## src/rtl/inst_sequencer.sv

```systemverilog
// Instruction fetch/sequencing unit: flop-based program memory, PC stepping with
// program repeat, and a stall-aware issue stream toward the HV encoder decoder.
module inst_sequencer #(
   parameter int InstWidth      = 32,
   parameter int NumInsts       = 64,
   parameter int LoopCountWidth = 16,
   parameter int InstAddrWidth  = $clog2(NumInsts)
) (
   input  logic                      clk_i,
   input  logic                      rst_ni,
   input  logic                      cfg_wr_en_i,
   input  logic [InstAddrWidth-1:0]  cfg_wr_addr_i,
   input  logic [InstWidth-1:0]      cfg_wr_data_i,
   input  logic [InstAddrWidth-1:0]  cfg_last_addr_i,
   input  logic [LoopCountWidth-1:0] cfg_loop_count_i,
   input  logic                      start_i,
   input  logic                      stop_i,
   input  logic                      stall_i,
   output logic [InstWidth-1:0]      inst_code_o,
   output logic                      inst_valid_o,
   output logic [InstAddrWidth-1:0]  pc_o,
   output logic [LoopCountWidth-1:0] loop_iter_o,
   output logic                      busy_o,
   output logic                      done_o,
   output logic [1:0]                dbg_state_o
);

   typedef enum logic [1:0] {
      ST_IDLE = 2'd0,
      ST_RUN  = 2'd1,
      ST_DONE = 2'd2
   } state_t;

   localparam logic [InstAddrWidth-1:0]  PcOne   = 1;
   localparam logic [LoopCountWidth-1:0] IterOne = 1;

   state_t                    r_state;
   state_t                    w_state_nxt;
   logic [InstWidth-1:0]      r_mem [NumInsts];
   logic [InstAddrWidth-1:0]  r_pc;
   logic [InstAddrWidth-1:0]  w_pc_nxt;
   logic [LoopCountWidth-1:0] r_iter;
   logic [LoopCountWidth-1:0] w_iter_nxt;
   logic [LoopCountWidth-1:0] w_iter_inc;
   logic [InstAddrWidth-1:0]  r_last;
   logic [LoopCountWidth-1:0] r_loop_cnt;
   logic                      w_capture;
   logic                      w_issue;
   logic                      w_mem_we;

   assign w_iter_inc = r_iter + IterOne;
   assign w_mem_we   = (r_state == ST_IDLE) && cfg_wr_en_i;

   // Issue handshake: inst_valid_o is high only in RUN when the downstream is
   // ready (!stall_i) and no abort is pending; an issued word is consumed that
   // same cycle and the PC advances at the following edge.
   always_comb begin
      w_state_nxt = r_state;
      w_pc_nxt    = r_pc;
      w_iter_nxt  = r_iter;
      w_capture   = 1'b0;
      w_issue     = 1'b0;
      case (r_state)
         ST_IDLE: begin
            if (start_i) begin
               w_state_nxt = ST_RUN;
               w_pc_nxt    = '0;
               w_iter_nxt  = '0;
               w_capture   = 1'b1;
            end
         end
         ST_RUN: begin
            if (stop_i) begin
               w_state_nxt = ST_IDLE;
            end else if (!stall_i) begin
               w_issue = 1'b1;
               if (r_pc != r_last) begin
                  w_pc_nxt = r_pc + PcOne;
               end else begin
                  w_iter_nxt = (&r_iter) ? r_iter : w_iter_inc;
                  // An all-ones iter wraps w_iter_inc to 0, which never matches a nonzero count.
                  if ((r_loop_cnt != '0) && (w_iter_inc == r_loop_cnt)) begin
                     w_state_nxt = ST_DONE;
                  end else begin
                     w_pc_nxt = '0;
                  end
               end
            end
         end
         ST_DONE: begin
            w_state_nxt = ST_IDLE;
         end
         default: begin
            w_state_nxt = ST_IDLE;
         end
      endcase
   end

   always_ff @(posedge clk_i or negedge rst_ni) begin
      if (!rst_ni) begin
         r_state    <= ST_IDLE;
         r_pc       <= '0;
         r_iter     <= '0;
         r_last     <= '0;
         r_loop_cnt <= '0;
      end else begin
         r_state <= w_state_nxt;
         r_pc    <= w_pc_nxt;
         r_iter  <= w_iter_nxt;
         if (w_capture) begin
            r_last     <= cfg_last_addr_i;
            r_loop_cnt <= cfg_loop_count_i;
         end
      end
   end

   always_ff @(posedge clk_i or negedge rst_ni) begin
      if (!rst_ni) begin
         for (int i = 0; i < NumInsts; i++) begin
            r_mem[i] <= '0;
         end
      end else if (w_mem_we) begin
         r_mem[cfg_wr_addr_i] <= cfg_wr_data_i;
      end
   end

   // Outside RUN the decoder must see an all-zero instruction.
   assign inst_code_o  = (r_state == ST_RUN) ? r_mem[r_pc] : '0;
   assign inst_valid_o = w_issue;
   assign pc_o         = r_pc;
   assign loop_iter_o  = r_iter;
   assign busy_o       = (r_state == ST_RUN);
   assign done_o       = (r_state == ST_DONE);
   assign dbg_state_o  = r_state;

endmodule

```

## config.mk

```make
export PLATFORM = sky130hd
export DESIGN_NAME = inst_sequencer
export DESIGN_NICKNAME = d
export VERILOG_FILES = /design/src/rtl/inst_sequencer.sv
export SDC_FILE = /design/constraint.sdc
export NUM_CORES = 2
export LEC_CHECK = 0
export ABC_CLOCK_PERIOD_IN_PS = 3200
export BUFFER_PORTS_ARGS = -buffer_cell sky130_fd_sc_hd__buf_2
export CORE_MARGIN = 2
export CORE_UTILIZATION = 63
export DETAILED_ROUTE_END_ITERATION = 8
export PLACE_DENSITY = 0.91
export SYNTH_ARGS = -nofsm -noshare
export SYNTH_HDL_FRONTEND = slang
export SYNTH_SLANG_ARGS = --single-unit
```

## constraint.sdc

```tcl
create_clock -name clk_i -period 3.2 [get_ports clk_i]
set_clock_uncertainty 0.05 [all_clocks]
set_input_delay 0.32 -clock clk_i [delete_from_list [all_inputs] [get_ports clk_i]]
set_output_delay 0.32 -clock clk_i [all_outputs]
set_load 0.03 [all_outputs]
```

Yosys cells after proc, flatten, opt, wreduce, memory -nomap -nowiden --
Cells that the tools add are included. Widths: inputs -> output; s select.
Operators by class: add/sub/neg operators 2, order comparisons 3, eq/ne operators 13, muxes and demuxes 30, bitwise gates (word level) 2, reductions and logical operators 10
Operators with widths (count):
- $bwmux 2048 | 1
- $bmux 32 s6 | 1
- $demux 32 s6 | 1
- $mux 32 | 4
- $mux 16 | 5
- $pmux 16 s2 | 1
- $mux 6 | 5
- $add 16x1->16 const B | 1
- $eq 16x16->1 | 1
- $reduce_and 16->1 | 1
- $reduce_bool 16->1 | 1
- $ge 7x7->1 const B | 2
- $not 6->7 | 2
- $pmux 6 s2 | 1
- $mux 2 | 5
- $ne 2x2->1 const B | 5
- $ne 3x3->1 const B | 3
- $lt 7x1->1 const B | 1
- $add 6x1->6 const B | 1
- $ne 6x6->1 | 1
- $reduce_and 6->1 | 1
- $mux 1 | 5
- $reduce_and 5->1 | 1
- $pmux 2 s2 | 1
- 7 further kinds | 9
Word-level totals: bits in registers 2094, output and inout port bits 59, word-level logic and storage cells 129

Logic depth before layout (Yosys ltp) --
depth in word-level cells 8, mapped depth 11, gate-level depth less buffers 7

Worst setup path before layout --
OpenSTA, ideal clock, no wires.
path kind register to output, start register r_pc[1], in the netlist pc_o[1], end output port inst_code_o[21], data arrival time 2698 ps, data required time 2830 ps, setup slack 132 ps, stages on the path, launching flop included 10, path buffers 4, cells stage by stage dfrtp_1 -> buf_2 -> buf_4 -> buf_2 -> buf_1 -> mux4_2 -> nand2_1 -> a21oi_1 -> nor4_1 -> a211oi_1
Between the ends: longest elaborated chain between the ends 5
Ends and longest elaborated chain:
- from (decl) | RTL line 40 | logic [InstAddrWidth-1:0] r_pc;
- from (signal assigned) | RTL line 108 | r_pc <= w_pc_nxt;
- $not 6->7 (not written as such) | RTL line 128 | assign inst_code_o = (r_state == ST_RUN) ? r_mem[r_pc] : '0;
- $bmux 32 s6 | RTL line 128
- $mux 32 (not written as such) (2 in series) | RTL line 128
- $mux 32 | RTL line 128
- to (decl) | RTL line 19 | output logic [InstWidth-1:0] inst_code_o,
Every way passes these cells. The select of a mux whose other input is x is not followed.

Worst setup path after layout --
start register r_pc[0], in the netlist pc_o[0], end output port inst_code_o[30]
Same word-level chain as after synthesis.

==> results_dict.tcl <==
set metrics [dict create \
    gp_congestion 0.847 \
    ys_warn_count 0 \
    drc 0 \
    synth_edf_count 0 \
    p_per_area_nw_per_um2 665 \
    track_usage_pct 35.9 \
    ios 125 \
    slew_headroom_pct 11.3 \
    hold_class "in -> async" \
    drv_slew 0 \
    die_area_um2 155000 \
    grt_pass1_wl_mm 418 \
    grt_max_degree 97 \
    r2r-end "pc_o[1]" \
    gr-total-overflow 0 \
    hold_viol_final 0 \
    drtIter0Drc 8130 \
    antenna_found_initial 15 \
    ant_nets 0 \
    power.leakage_nw 51.9 \
    row_count 142 \
    synthToLayoutAreaGrowth_pct 14.6 \
    io_buffers 124 \
    crit-reg2reg-launch "loop_iter_o[1]" \
    tritoncts "yes" \
    fillers 7722 \
    syn_nets 6189 \
    cts_made_buffers 199 \
    rsz0062_at_grt "true" \
    clock_latency_ns 0.86 \
    syn_area_um2 95600 \
    cap_violations 0 \
    worstMarginPinSlew_ns 1.33 \
    period_minus_slack_ns 3.96 \
    grt_pass1_vias 65700 \
    fin_ws_ns -0.759 \
    avgSynthCellArea_um2 15.6 \
    placed_cells 7944 \
    synth_top_area_cell "dfrtp_1" \
    nets 6320 \
    initial_core_util_pct 63.6 \
    num_vias 61600 \
    synth_top_area_share_pct 54.8 \
    ff2ff_path_depth 8 \
    max_freq_ghz 0.253 \
    vias_per_cell 7.31 \
    cp-start-kind "register" \
    yosys-top-cells-area "dfrtp_1 55%, mux2_2 24%, mux4_2 13%" \
    r2r_slack_ns -0.16 \
    clkSlewWorstSetupHoldPaths_ns 0.06 \
    dp_hpwl_mm 144 \
    path_class "reg -> out" \
    path_max_fanout 11 \
    async_reset_ff_share_pct 100 \
    synth_flop_cell "dfrtp_1" \
    netlist_instances 6121 \
    finalNonFillerCells 8434 \
    wl_mm 290 \
    coreArea_um2 150000 \
    required_ns 2.83 \
    ctsHtreeMaxLevel 4 \
    clock-sinks 2094 \
    violations "negative setup slack" \
    wl_per_cell_um 34.4 \
    period_share_pct 124 \
    cts_root_buffer "clkbuf_16" \
    vdd_drop_max_mv 0.666 \
    ys_ff_latch 2094 \
    drive_above_1_share_pct 57.3 \
    synthDistinctLibCells 60 \
    setup_viol 35 \
    die_h_um 394 \
    die_w_um 394 \
    dr.pass1.iters 6 \
    clockBufferDepth 3 \
    power.total_mw 72.9 \
    status "finished, violations left" \
    arrival_ns 3.59 \
    critPathCaptureType "output pin" \
    ys_seq_area_share_pct 54.8 \
]
==> cell families after synthesis <==
group	share of synthesized area, %
XOR/XNOR	0.266
flip-flops	54.8
AND/OR/NAND/NOR	2.35
buffers and inverters	2.84
multiplexers	38.3
AO/OA/AOI/OAI	1.39
adder cells (fa/ha/maj)	0.0262
==> flip-flops by register name (all words and copies together) (netlist names) <==
name and flops:
r_loop_cnt 16, pc_o 6, dbg_state_o 2, r_last 6
r_mem 2048, loop_iter_o 16
==> stage by stage <==
step	worst slack (ns)	cell area, um2	setup TNS, ns	utilization (%)	hold slack, ns
after global placement	-0.338	100000	-1.29	66.5	0.285
final	-0.759	110000	-21.73	72.9	0.0258
after CTS	-0.776	109000	-21.73	72.2	0.0202
after floorplan	0.132	95600	0	-	-0.0256
after global routing	-0.800	110000	-23.11	72.9	0.0578
after detailed placement	-0.355	100000	-1.30	66.5	0.286
==> routing by layer <==
layer	vias to the layer above	wire length [um]	share of wire [%]	track usage (%)
met5	-	97	0.033	0
met4	14	22100	7.6	22.1
met3	1602	31600	11	9.69
met2	4803	138000	48	56.6
met1	32300	98300	34	44.6
li1	23000	-	-	-
==> repair_timing <==
item                                   4_1_cts  5_1_grt
gates resized for setup                    235      126
buffers inserted                            41       37
pin swaps                                    8       17
endpoints found under the hold margin      750        0
gates cloned                                 9       10
setup endpoints to repair                   33       48
hold buffers                                37        0
==> Yosys cell counts (14+ instances only) <==
library cell,n
buf_1,154
o31ai_1,17
nor2_1,45
buf_2,158
nand2_1,211
nor2b_1,35
a21oi_1,43
mux2_2,2039
nand3_1,71
a22oi_1,31
xnor2_1,15
o21ai_1,29
dfrtp_1,2094
o21ai_0,18
mux2i_1,75
buf_4,23
mux4_2,569
clkbuf_1,281
xor2_1,14
a211oi_1,33
and2_1,33
==> worst max-delay path: stages, from the launching register on <==
cell and delay [ns]:
dfrtp_4 0.50, buf_4 0.15, buf_12 0.18, buf_16 0.18, mux4_2 0.55, mux4_2 0.48, mux2_2 0.30, nand2_1 0.08
o21ai_0 0.10, buf_4 0.19
==> cells in the final DEF, fill, tap and decap left out, types with 49 or more instances in the layout <==
| master | netlist | routed |
|---|---|---|
| buf_12 | 0 | 105 |
| clkbuf_16 | 0 | 213 |
| dfrtp_1 | 2094 | 2089 |
| mux2_2 | 2039 | 2039 |
| nand2_1 | 211 | 165 |
| buf_4 | 23 | 225 |
| buf_6 | 8 | 59 |
| nand3_1 | 71 | 52 |
| mux2i_1 | 75 | 61 |
| mux4_2 | 569 | 569 |
| buf_2 | 158 | 91 |
| clkbuf_8 | 0 | 49 |
==> worst max-delay path by stage <==
stage               startpoint              end  slack, ns  depth (start not counted)
floorplan              pc_o[1]  inst_code_o[21]       0.13                          9
global placement       pc_o[0]   inst_code_o[0]      -0.34                          9
detailed placement     pc_o[0]  inst_code_o[10]      -0.35                          9
CTS                    pc_o[0]  inst_code_o[22]      -0.78                          9
global route           pc_o[0]  inst_code_o[30]      -0.80                          9
finish                 pc_o[0]  inst_code_o[30]      -0.76                          9
==> power breakdown <==
group          switching [mW]  internal [mW]  total, mW  leakage, nW
Sequential               1.91           29.2       31.1         28.4
Combinational            7.94           9.35       17.3         20.2
Clock                    10.7           13.8       24.5         3.28
==> final cells by class <==
cell class,count,area [um2],area share (%)
antenna,11,27.5,0.0251
clock buffer,294,5910,5.40
clock inverter,62,734,0.670
inverter,7,33.8,0.0308
multi-input combinational,3395,41700,38.1
sequential,2094,52400,47.8
tap,2016,2520,2.30
timing repair buffer,555,6200,5.66
Note: power is estimated with default switching activity, not from simulation.
